$ cat src/rtl/imu_uart_rx.sv
// UART byte receiver for the IMU serial link: 8 data bits LSB first, optional parity, 1 stop bit.
// Good bytes leave on a one-cycle valid strobe; corrupted bytes only raise an error strobe.
module imu_uart_rx #(
    parameter int unsigned OSC_FREQ   = 20_000_000,
    parameter int unsigned BAUD       = 115_200,
    parameter bit          PARITY_EN  = 1'b1,
    parameter bit          PARITY_ODD = 1'b0
) (
    input  logic       CLK,
    input  logic       RST,
    input  logic       rx_enable,
    input  logic       rx_in,
    output logic [7:0] rx_data,
    output logic       rx_data_vlid,
    output logic       rx_parity_err,
    output logic       rx_frame_err
);

    localparam int unsigned CLKS_PER_BIT = OSC_FREQ / BAUD;
    localparam int unsigned CntW         = $clog2(CLKS_PER_BIT);
    localparam logic [CntW-1:0] BitLast  = CntW'(CLKS_PER_BIT - 1);
    localparam logic [CntW-1:0] HalfLast = CntW'(CLKS_PER_BIT / 2 - 1);

    typedef enum logic [2:0] {
        StIdle,
        StStart,
        StData,
        StParity,
        StStop,
        StWaitHi
    } state_e;

    state_e          state_q, state_d;
    logic [CntW-1:0] bit_cnt_q, bit_cnt_d;
    logic [3:0]      idx_q, idx_d;
    logic [7:0]      shreg_q, shreg_d;
    logic            pbit_q, pbit_d;
    logic [7:0]      data_q, data_d;
    logic            vlid_q, vlid_d;
    logic            perr_q, perr_d;
    logic            ferr_q, ferr_d;
    logic            s1_q, s2_q, s3_q;
    logic            fall;
    logic            bit_done;
    logic            parity_ok;

    // Synchronizer plus one history stage for start-edge detection; idles high.
    always_ff @(posedge CLK) begin
        if (!RST) begin
            s1_q <= 1'b1;
            s2_q <= 1'b1;
            s3_q <= 1'b1;
        end else begin
            s1_q <= rx_in;
            s2_q <= s1_q;
            s3_q <= s2_q;
        end
    end

    assign fall      = s3_q & ~s2_q;
    assign bit_done  = (bit_cnt_q == BitLast);
    assign parity_ok = PARITY_EN ? ((^{shreg_q, pbit_q}) == PARITY_ODD) : 1'b1;

    always_ff @(posedge CLK) begin
        if (!RST) begin
            state_q   <= StIdle;
            bit_cnt_q <= '0;
            idx_q     <= '0;
            shreg_q   <= '0;
            pbit_q    <= 1'b0;
            data_q    <= 8'h00;
            vlid_q    <= 1'b0;
            perr_q    <= 1'b0;
            ferr_q    <= 1'b0;
        end else begin
            state_q   <= state_d;
            bit_cnt_q <= bit_cnt_d;
            idx_q     <= idx_d;
            shreg_q   <= shreg_d;
            pbit_q    <= pbit_d;
            data_q    <= data_d;
            vlid_q    <= vlid_d;
            perr_q    <= perr_d;
            ferr_q    <= ferr_d;
        end
    end

    always_comb begin
        state_d   = state_q;
        bit_cnt_d = bit_cnt_q + CntW'(1);
        idx_d     = idx_q;
        shreg_d   = shreg_q;
        pbit_d    = pbit_q;
        data_d    = data_q;
        vlid_d    = 1'b0;
        perr_d    = 1'b0;
        ferr_d    = 1'b0;

        case (state_q)
            StIdle: begin
                bit_cnt_d = '0;
                if (fall) begin
                    state_d = StStart;
                end
            end
            StStart: begin
                // Re-check the line at mid start bit to reject short glitches.
                if (bit_cnt_q == HalfLast) begin
                    bit_cnt_d = '0;
                    if (!s2_q) begin
                        state_d = StData;
                        idx_d   = '0;
                    end else begin
                        state_d = StIdle;
                    end
                end
            end
            StData: begin
                if (bit_done) begin
                    bit_cnt_d = '0;
                    shreg_d   = {s2_q, shreg_q[7:1]};
                    idx_d     = idx_q + 4'd1;
                    if (idx_q == 4'd7) begin
                        state_d = PARITY_EN ? StParity : StStop;
                    end
                end
            end
            StParity: begin
                if (bit_done) begin
                    bit_cnt_d = '0;
                    pbit_d    = s2_q;
                    state_d   = StStop;
                end
            end
            StStop: begin
                // Leaving at mid stop bit leaves half a bit to catch a back-to-back start edge.
                if (bit_done) begin
                    bit_cnt_d = '0;
                    if (!s2_q) begin
                        ferr_d  = 1'b1;
                        state_d = StWaitHi;
                    end else if (parity_ok) begin
                        data_d  = shreg_q;
                        vlid_d  = 1'b1;
                        state_d = StIdle;
                    end else begin
                        perr_d  = 1'b1;
                        state_d = StIdle;
                    end
                end
            end
            StWaitHi: begin
                bit_cnt_d = '0;
                if (s2_q) begin
                    state_d = StIdle;
                end
            end
            default: begin
                state_d   = StIdle;
                bit_cnt_d = '0;
            end
        endcase

        if (!rx_enable) begin
            state_d   = StIdle;
            bit_cnt_d = '0;
            data_d    = data_q;
            vlid_d    = 1'b0;
            perr_d    = 1'b0;
            ferr_d    = 1'b0;
        end
    end

    assign rx_data       = data_q;
    assign rx_data_vlid  = vlid_q;
    assign rx_parity_err = perr_q;
    assign rx_frame_err  = ferr_q;

endmodule
$ cat config.mk
export PLATFORM = sky130hd
export DESIGN_NAME = imu_uart_rx
export DESIGN_NICKNAME = d
export VERILOG_FILES = /design/src/rtl/imu_uart_rx.sv
export SDC_FILE = /design/constraint.sdc
export NUM_CORES = 1
export LEC_CHECK = 0
export ABC_CLOCK_PERIOD_IN_PS = 2700
export CORE_UTILIZATION = 40
export CTS_BUF_LIST = sky130_fd_sc_hd__clkbuf_8
export CTS_CLUSTER_SIZE = 12
export DETAILED_ROUTE_END_ITERATION = 16
export PLACE_DENSITY_LB_ADDON = 0.15
export SYNTH_ARGS = -nofsm -noshare
export SYNTH_HDL_FRONTEND = slang
export SYNTH_SLANG_ARGS = --single-unit
$ cat constraint.sdc
create_clock -name CLK -period 2.7 [get_ports CLK]
set_clock_uncertainty 0.15 [all_clocks]
set_input_delay 0.27 -clock CLK [delete_from_list [all_inputs] [get_ports CLK]]
set_output_delay 0.27 -clock CLK [all_outputs]
set_load 0.01 [all_outputs]
==> flow_summary_export.csv, run 1 <==
group,metric,value,unit
setup_path,arrival,2080,ps
floorplanning,start_util,42.4,%
power_and_ir_drop,leakagePower,0.680,nW
setup_path,required,2780,ps
placed_design,gp_congestion,0.785,
floorplanning,dieHeight,67.6,µm
sta,finalHoldViolations,0,
global_route,grt_pass1_wl,5.87,mm
clock_tree,cts_max_level,2,
floorplanning,rows,23,
final_layout,finalNonFillerCells,250,
floorplanning,ios,15,
drt,via_per_inst,5.28,
setup_path,start_kind,"flip-flop",
clock_tree,cts_made_buffers,5,
floorplanning,die_w,67.6,µm
clock_tree,clock_latency,290,ps
synthesis,yosysMostFrequentCell,"dfxtp_1",
sta,clock.fmax,499,MHz
clock_tree,cts_buffer_depth,2,
global_route,grtUsageTotal,17.5,%
drt,ant_nets,0,
setup_path,worstPathMaxFanout,7,
drt,dr.pass1.iters,4,
synthesis,synth_fp_nets,190,
synthesis,synth_ff_type,"dfxtp_1",
synthesis,synthesis.area,1720,µm²
final_layout,fill_cells,382,
floorplanning,dieArea,4560,µm²
final_layout,syn_to_final_growth,16.3,%
final_layout,drive_gt1_share,9.00,%
power_and_ir_drop,power.density,503,nW/µm²
synthesis,synth_commonest_cells,"dfxtp_1 (38), nor2_1 (25), o21ai_0 (13)",
placed_design,place.port_buffers,14,
sta,worst_slew_pin_slew,631,ps
floorplanning,core-area,4060,µm²
global_route,grt-ovfl-total,0,
final_layout,antenna_cells,0,
hold_path,hold_path_class,"reg2reg",
global_route,grt_antenna_before_repair,0,
drt,drc_errors,0,
synthesis,synth-edff-count,0,
global_route,grt_pass1_vias,1320,
synthesis,synthCells,182,
outcome,status,"completed",
sta,min_period_over_period,74.3,%
final_layout,ff_latch_area,761,µm²
clock_tree,clk_pin_slew,70,ps
synthesis,synth_top_area_share,44.3,%
clock_tree,cts_setup_buffers,0,
setup_path,critPathCaptureType,"flip-flop",
sta,tns,0,ps
synthesis,synth.area.top_cells,"dfxtp_1 (44%), mux2i_1 (5.8%), nor2_1 (5.5%)",
setup_path,worstSetupPathType,"reg2reg",
run,drv_cap,0,
synthesis,ys_seq_area_share,44.3,%
final_layout,multi_input_area,907,µm²
placed_design,dp.cells,242,
drt,vias,1319,
sta,fin_crit,2010,ps
synthesis,postSynthAreaPerCell,9.45,µm²
synthesis,yosys_warnings,0,
clock_tree,clock_sinks,38,
sta,drv_slew,0,
synthesis,ys_async_sr_fraction,0,%
clock_tree,postCtsResizedCells,0,
synthesis,ys_ff_latch,38,
clock_tree,cts_hold_buf,0,
power_and_ir_drop,ir_drop,0.268,mV
clock_tree,root_buffer,"clkbuf_8",
clock_tree,cts_tree,"done",
final_layout,fin_nets,207,
synthesis,ys_types,40,
placed_design,hpwl,2.38,mm
sta,rsz0062_at_grt,"no",
drt,drt_iter0_markers,67,
global_route,grt_max_degree,22,
drt,wire_per_inst,13.3,µm
drt,route.final.wire_length,3.32,mm
synthesis,synth_top_cell_by_area,"dfxtp_1",
sta,slew_headroom,57.9,%
sta,setup_viol,0,
## final timing paths
kind,endpoint,slack [ps],cells after the start,start
min reg2reg,s2_q,260,1,s1_q
max reg2reg,state_q[1],690,6,bit_cnt_q[0]
max,state_q[1],690,6,bit_cnt_q[0]
min,s2_q,260,1,s1_q
## sequential cells by signal, indices dropped and copies added, names as in the netlist
register       cells
rx_frame_err       1
idx_q              4
rx_data            8
rx_data_vlid       1
s1_q               1
bit_cnt_q          8
s3_q               1
pbit_q             1
s2_q               1
rx_parity_err      1
state_q            3
shreg_q            8
## critical path, cell delays in order, from the launching register on
cell	delay, ps
dfxtp_1	440
ha_1	170
nor4bb_1	230
and4b_1	300
o22ai_2	160
a2111o_1	370
a21oi_1	120
## metrics by stage
step	utilization, %	power (mW)	cell area (µm²)	hold WS [ps]	setup slack, ps
floorplan	-	0.602	1720	189	893
global placement	46.9	0.613	1900	240	772
detailed placement	46.9	0.614	1900	242	723
CTS	49.3	1.02	2000	261	702
global route	49.3	1.04	2000	283	475
finish	49.3	1.01	2000	258	695
## layout by cell type (no fill, tap or decap), types with 2 or more instances in the layout
master / count
a2111o_1: 2
a21oi_1: 11
a31oi_1: 2
and4b_1: 2
clkbuf_8: 6
clkdlybuf4s50_1: 14
dfxtp_1: 38
ha_1: 4
inv_1: 7
mux2i_1: 10
nand2_1: 8
nand2b_1: 4
nand3_1: 9
nand4_1: 6
nor2_1: 25
nor3_1: 2
o21ai_0: 13
xnor2_1: 6
xor2_1: 8
## area by class of cell
| class | count | area share (%) |
|---|---|---|
| clock buffers | 6 | 4.13 |
| clock inverters | 2 | 0.626 |
| inverters | 7 | 1.31 |
| multi-input cells | 132 | 45.4 |
| flip-flops and latches | 38 | 38.0 |
| well taps | 50 | 3.13 |
| repair buffers | 15 | 7.38 |
## power by group
group / internal (mW) / total [mW] / switching [mW]
Clock: 0.205 / 0.405 / 0.200
Sequential: 0.563 / 0.568 / 0.00479
Combinational: 0.0139 / 0.0333 / 0.0194
Total: 0.782 / 1.01 / 0.224
## per-layer routing
metal  wire length (µm)  track usage (%)
met1               1650             22.5
met2               1490             26.5
met3                107             4.90
met4                 66             9.31
met5                  0                0
## cell families after synthesis
logic type,Yosys count,share of synthesized area [%]
DFF,38,44.3
buffers and inverters,12,2.98
and+or+nand+nor,69,21.5
adders and majority gates,4,2.91
muxes,10,5.82
xor gates and xnor gates,17,10.9
AOI/OAI and AO/OA,32,11.6
Note: power is estimated with default switching activity, not from simulation.
==> run 2: changes to the inputs <==
--- a/config.mk
+++ b/config.mk
@@ -5,7 +5,7 @@
 export SDC_FILE = /design/constraint.sdc
 export NUM_CORES = 1
 export LEC_CHECK = 0
-export ABC_CLOCK_PERIOD_IN_PS = 2700
+export ABC_CLOCK_PERIOD_IN_PS = 1800
 export CORE_UTILIZATION = 40
 export CTS_BUF_LIST = sky130_fd_sc_hd__clkbuf_8
 export CTS_CLUSTER_SIZE = 12
==> constraint.sdc (replaced) <==
create_clock -name CLK -period 1.8 [get_ports CLK]
set_clock_uncertainty 0.15 [all_clocks]
set_input_delay 0.18 -clock CLK [delete_from_list [all_inputs] [get_ports CLK]]
set_output_delay 0.18 -clock CLK [all_outputs]
set_load 0.01 [all_outputs]
==> run 2 against run 1 <==
Against the previous run: the run now ends with negative setup slack left; final cell count up 10%; combinational power is 110% higher; non-clock buffer count grew 26; largest power group is now clock.
==> flow_summary_export.csv, run 2 (synthesized netlist as in run 1, its figures left out) <==
group,metric,value,unit
global_route,grtUsageTotal,17.9,%
global_route,grt-ovfl-total,0,
run,drv_cap,0,
sta,slew_headroom,79.1,%
power_and_ir_drop,p_total,1.80,mW
power_and_ir_drop,pwr-share-seq,47.3,%
drt,ant_nets,0,
floorplanning,ios,15,
final_layout,drive_gt1_share,27.4,%
clock_tree,cts_tree,"done",
clock_tree,clk_pin_slew,80,ps
clock_tree,cts_made_buffers,5,
final_layout,finalNonFillerCells,276,
sta,rsz0062_at_grt,"yes",
floorplanning,dieHeight,67.6,µm
global_route,grt_pass1_vias,1329,
setup_path,required,1870,ps
sta,min_period_over_period,101,%
setup_path,start_kind,"flip-flop",
outcome,violations,"negative setup slack",
setup_path,crit_buf_inv,1,
hold_path,hold_path_class,"reg2reg",
power_and_ir_drop,ir_drop,0.644,mV
sta,fin_crit,1830,ps
floorplanning,core-area,4060,µm²
clock_tree,clock_sinks,38,
final_layout,fin_util,58.2,%
floorplanning,dieArea,4560,µm²
drt,drc_errors,0,
setup_path,crit_family,"compound AO/OA/AOI/OAI gates",
final_layout,final_common_cell,"dfxtp_1",
final_layout,fin_area,2360,µm²
floorplanning,start_util,42.4,%
drt,vias,1476,
clock_tree,cts_buffer_depth,2,
placed_design,hpwl,2.58,mm
power_and_ir_drop,netSwitchingPower,364,µW
sta,worst_slew_pin_slew,312,ps
power_and_ir_drop,p_clk_share,48.8,%
placed_design,dp.cells,260,
setup_path,max_stage_delay,370,ps
sta,setup_viol,1,
power_and_ir_drop,p_comb_share,3.9,%
drt,wire_per_inst,13.8,µm
drt,drt_iter0_markers,92,
clock_tree,clock_latency,290,ps
setup_path,cp_slowest_cell,"a2111o_1",
setup_path,worstSetupPathType,"reg2reg",
setup_path,worstPathMaxFanout,6,
sta,fin_ws,-25.1,ps
setup_path,critPathCaptureType,"flip-flop",
setup_path,crit_chain,"inv_2, ha_2, nand4b_1, nor2_2, o22ai_4, a2111o_1, a21oi_2",
sta,clock.fmax,548,MHz
drt,dr.pass1.iters,4,
floorplanning,rows,23,
placed_design,placed_cell_area,2050,µm²
power_and_ir_drop,leakagePower,0.850,nW
final_layout,fill_cells,338,
power_and_ir_drop,power.density,762,nW/µm²
global_route,grt_pass1_wl,5.98,mm
final_layout,layout.cells.most_common_list,"dfxtp_1 (34), nor2_1 (24), buf_4 (21)",
setup_path,arrival,1900,ps
placed_design,place.port_buffers,14,
sta,tns,-25.1,ps
global_route,grt_antenna_before_repair,0,
drt,route.final.wire_length,3.81,mm
final_layout,syn_to_final_growth,37.3,%
floorplanning,die_w,67.6,µm
placed_design,gp_congestion,0.810,
final_layout,antenna_cells,0,
sta,finalHoldViolations,0,
drt,via_per_inst,5.35,
final_layout,fin_nets,233,
sta,hold_ws,258,ps
placed_design,place_worst_setup_slack,-98.2,ps
power_and_ir_drop,internal_power,1.43,mW
global_route,grt_max_degree,16,
clock_tree,cts_max_level,2,
outcome,status,"finished with violations",
power_and_ir_drop,swShare,20.2,%
sta,drv_slew,0,
clock_tree,root_buffer,"clkbuf_8",
==> run 2: cell types whose count changed in the layout (fill, tap and decap cells not counted), moves of 3 or more <==
| cell | before | now |
|---|---|---|
| buf_12 | 0 | 3 |
| buf_6 | 0 | 3 |
| xnor2_1 | 6 | 3 |
| xnor2_2 | 1 | 4 |
| buf_4 | 1 | 21 |
| dfxtp_1 | 38 | 34 |
| dfxtp_2 | 0 | 4 |
==> run 2: worst paths after layout <==
| path | from | endpoint | slack, ps | cells past startpoint |
|---|---|---|---|---|
| hold reg to reg | s1_q | s2_q | 260 | 1 |
| hold / removal | s1_q | s2_q | 260 | 1 |
| setup reg to reg | bit_cnt_q[0] | state_q[1] | -30 | 7 |
| setup / recovery | bit_cnt_q[0] | state_q[1] | -30 | 7 |
==> run 2: worst reg2reg max path, cell delays in order (launching register included) <==
cell      delay (ps)
dfxtp_2          340
inv_2             50
ha_2             150
nand4b_1         170
nor2_2           250
o22ai_4          140
a2111o_1         370
a21oi_2          140
==> run 2: power by group through the flow <==
| stage | logic (mW) | clock network [mW] | registers, mW |
|---|---|---|---|
| floorplan | 0.0342 | 0 | 0.869 |
| global route | 0.0749 | 0.933 | 0.851 |
| CTS | 0.0676 | 0.885 | 0.850 |
| finish | 0.0696 | 0.877 | 0.851 |
| detailed placement | 0.0647 | 0 | 0.870 |
| global placement | 0.0632 | 0 | 0.870 |
==> run 2: cell type report <==
type,instances,area [µm²],area share (%)
Timing Repair Buffer,41,392,16.6
Clock buffer,5,68.8,2.92
Multi-Input combinational cell,132,976,41.4
Sequential cell,38,766,32.4
Inverter,7,26.3,1.11
Clock inverter,3,68.8,2.92
Tap cell,50,62.6,2.65
==> run 2: repair_timing <==
| action | 4_1_cts | 5_1_grt |
|---|---|---|
| setup buffers | 2 | 6 |
| cloned | 0 | 0 |
| hold buffers | 0 | 0 |
| pin swaps | 5 | 3 |
| gates resized for setup | 9 | 16 |
| setup endpoints to repair | 11 | 29 |
==> run 2: per-layer routing <==
metal | GRT usage [%] | wire length (µm) | vias to the layer above
li1 | - | - | 729
met1 | 23.1 | 1780 | 702
met2 | 28.0 | 1830 | 41
met3 | 5.74 | 173 | 4
met4 | 5.85 | 23 | 0
met5 | 0 | 0 | -
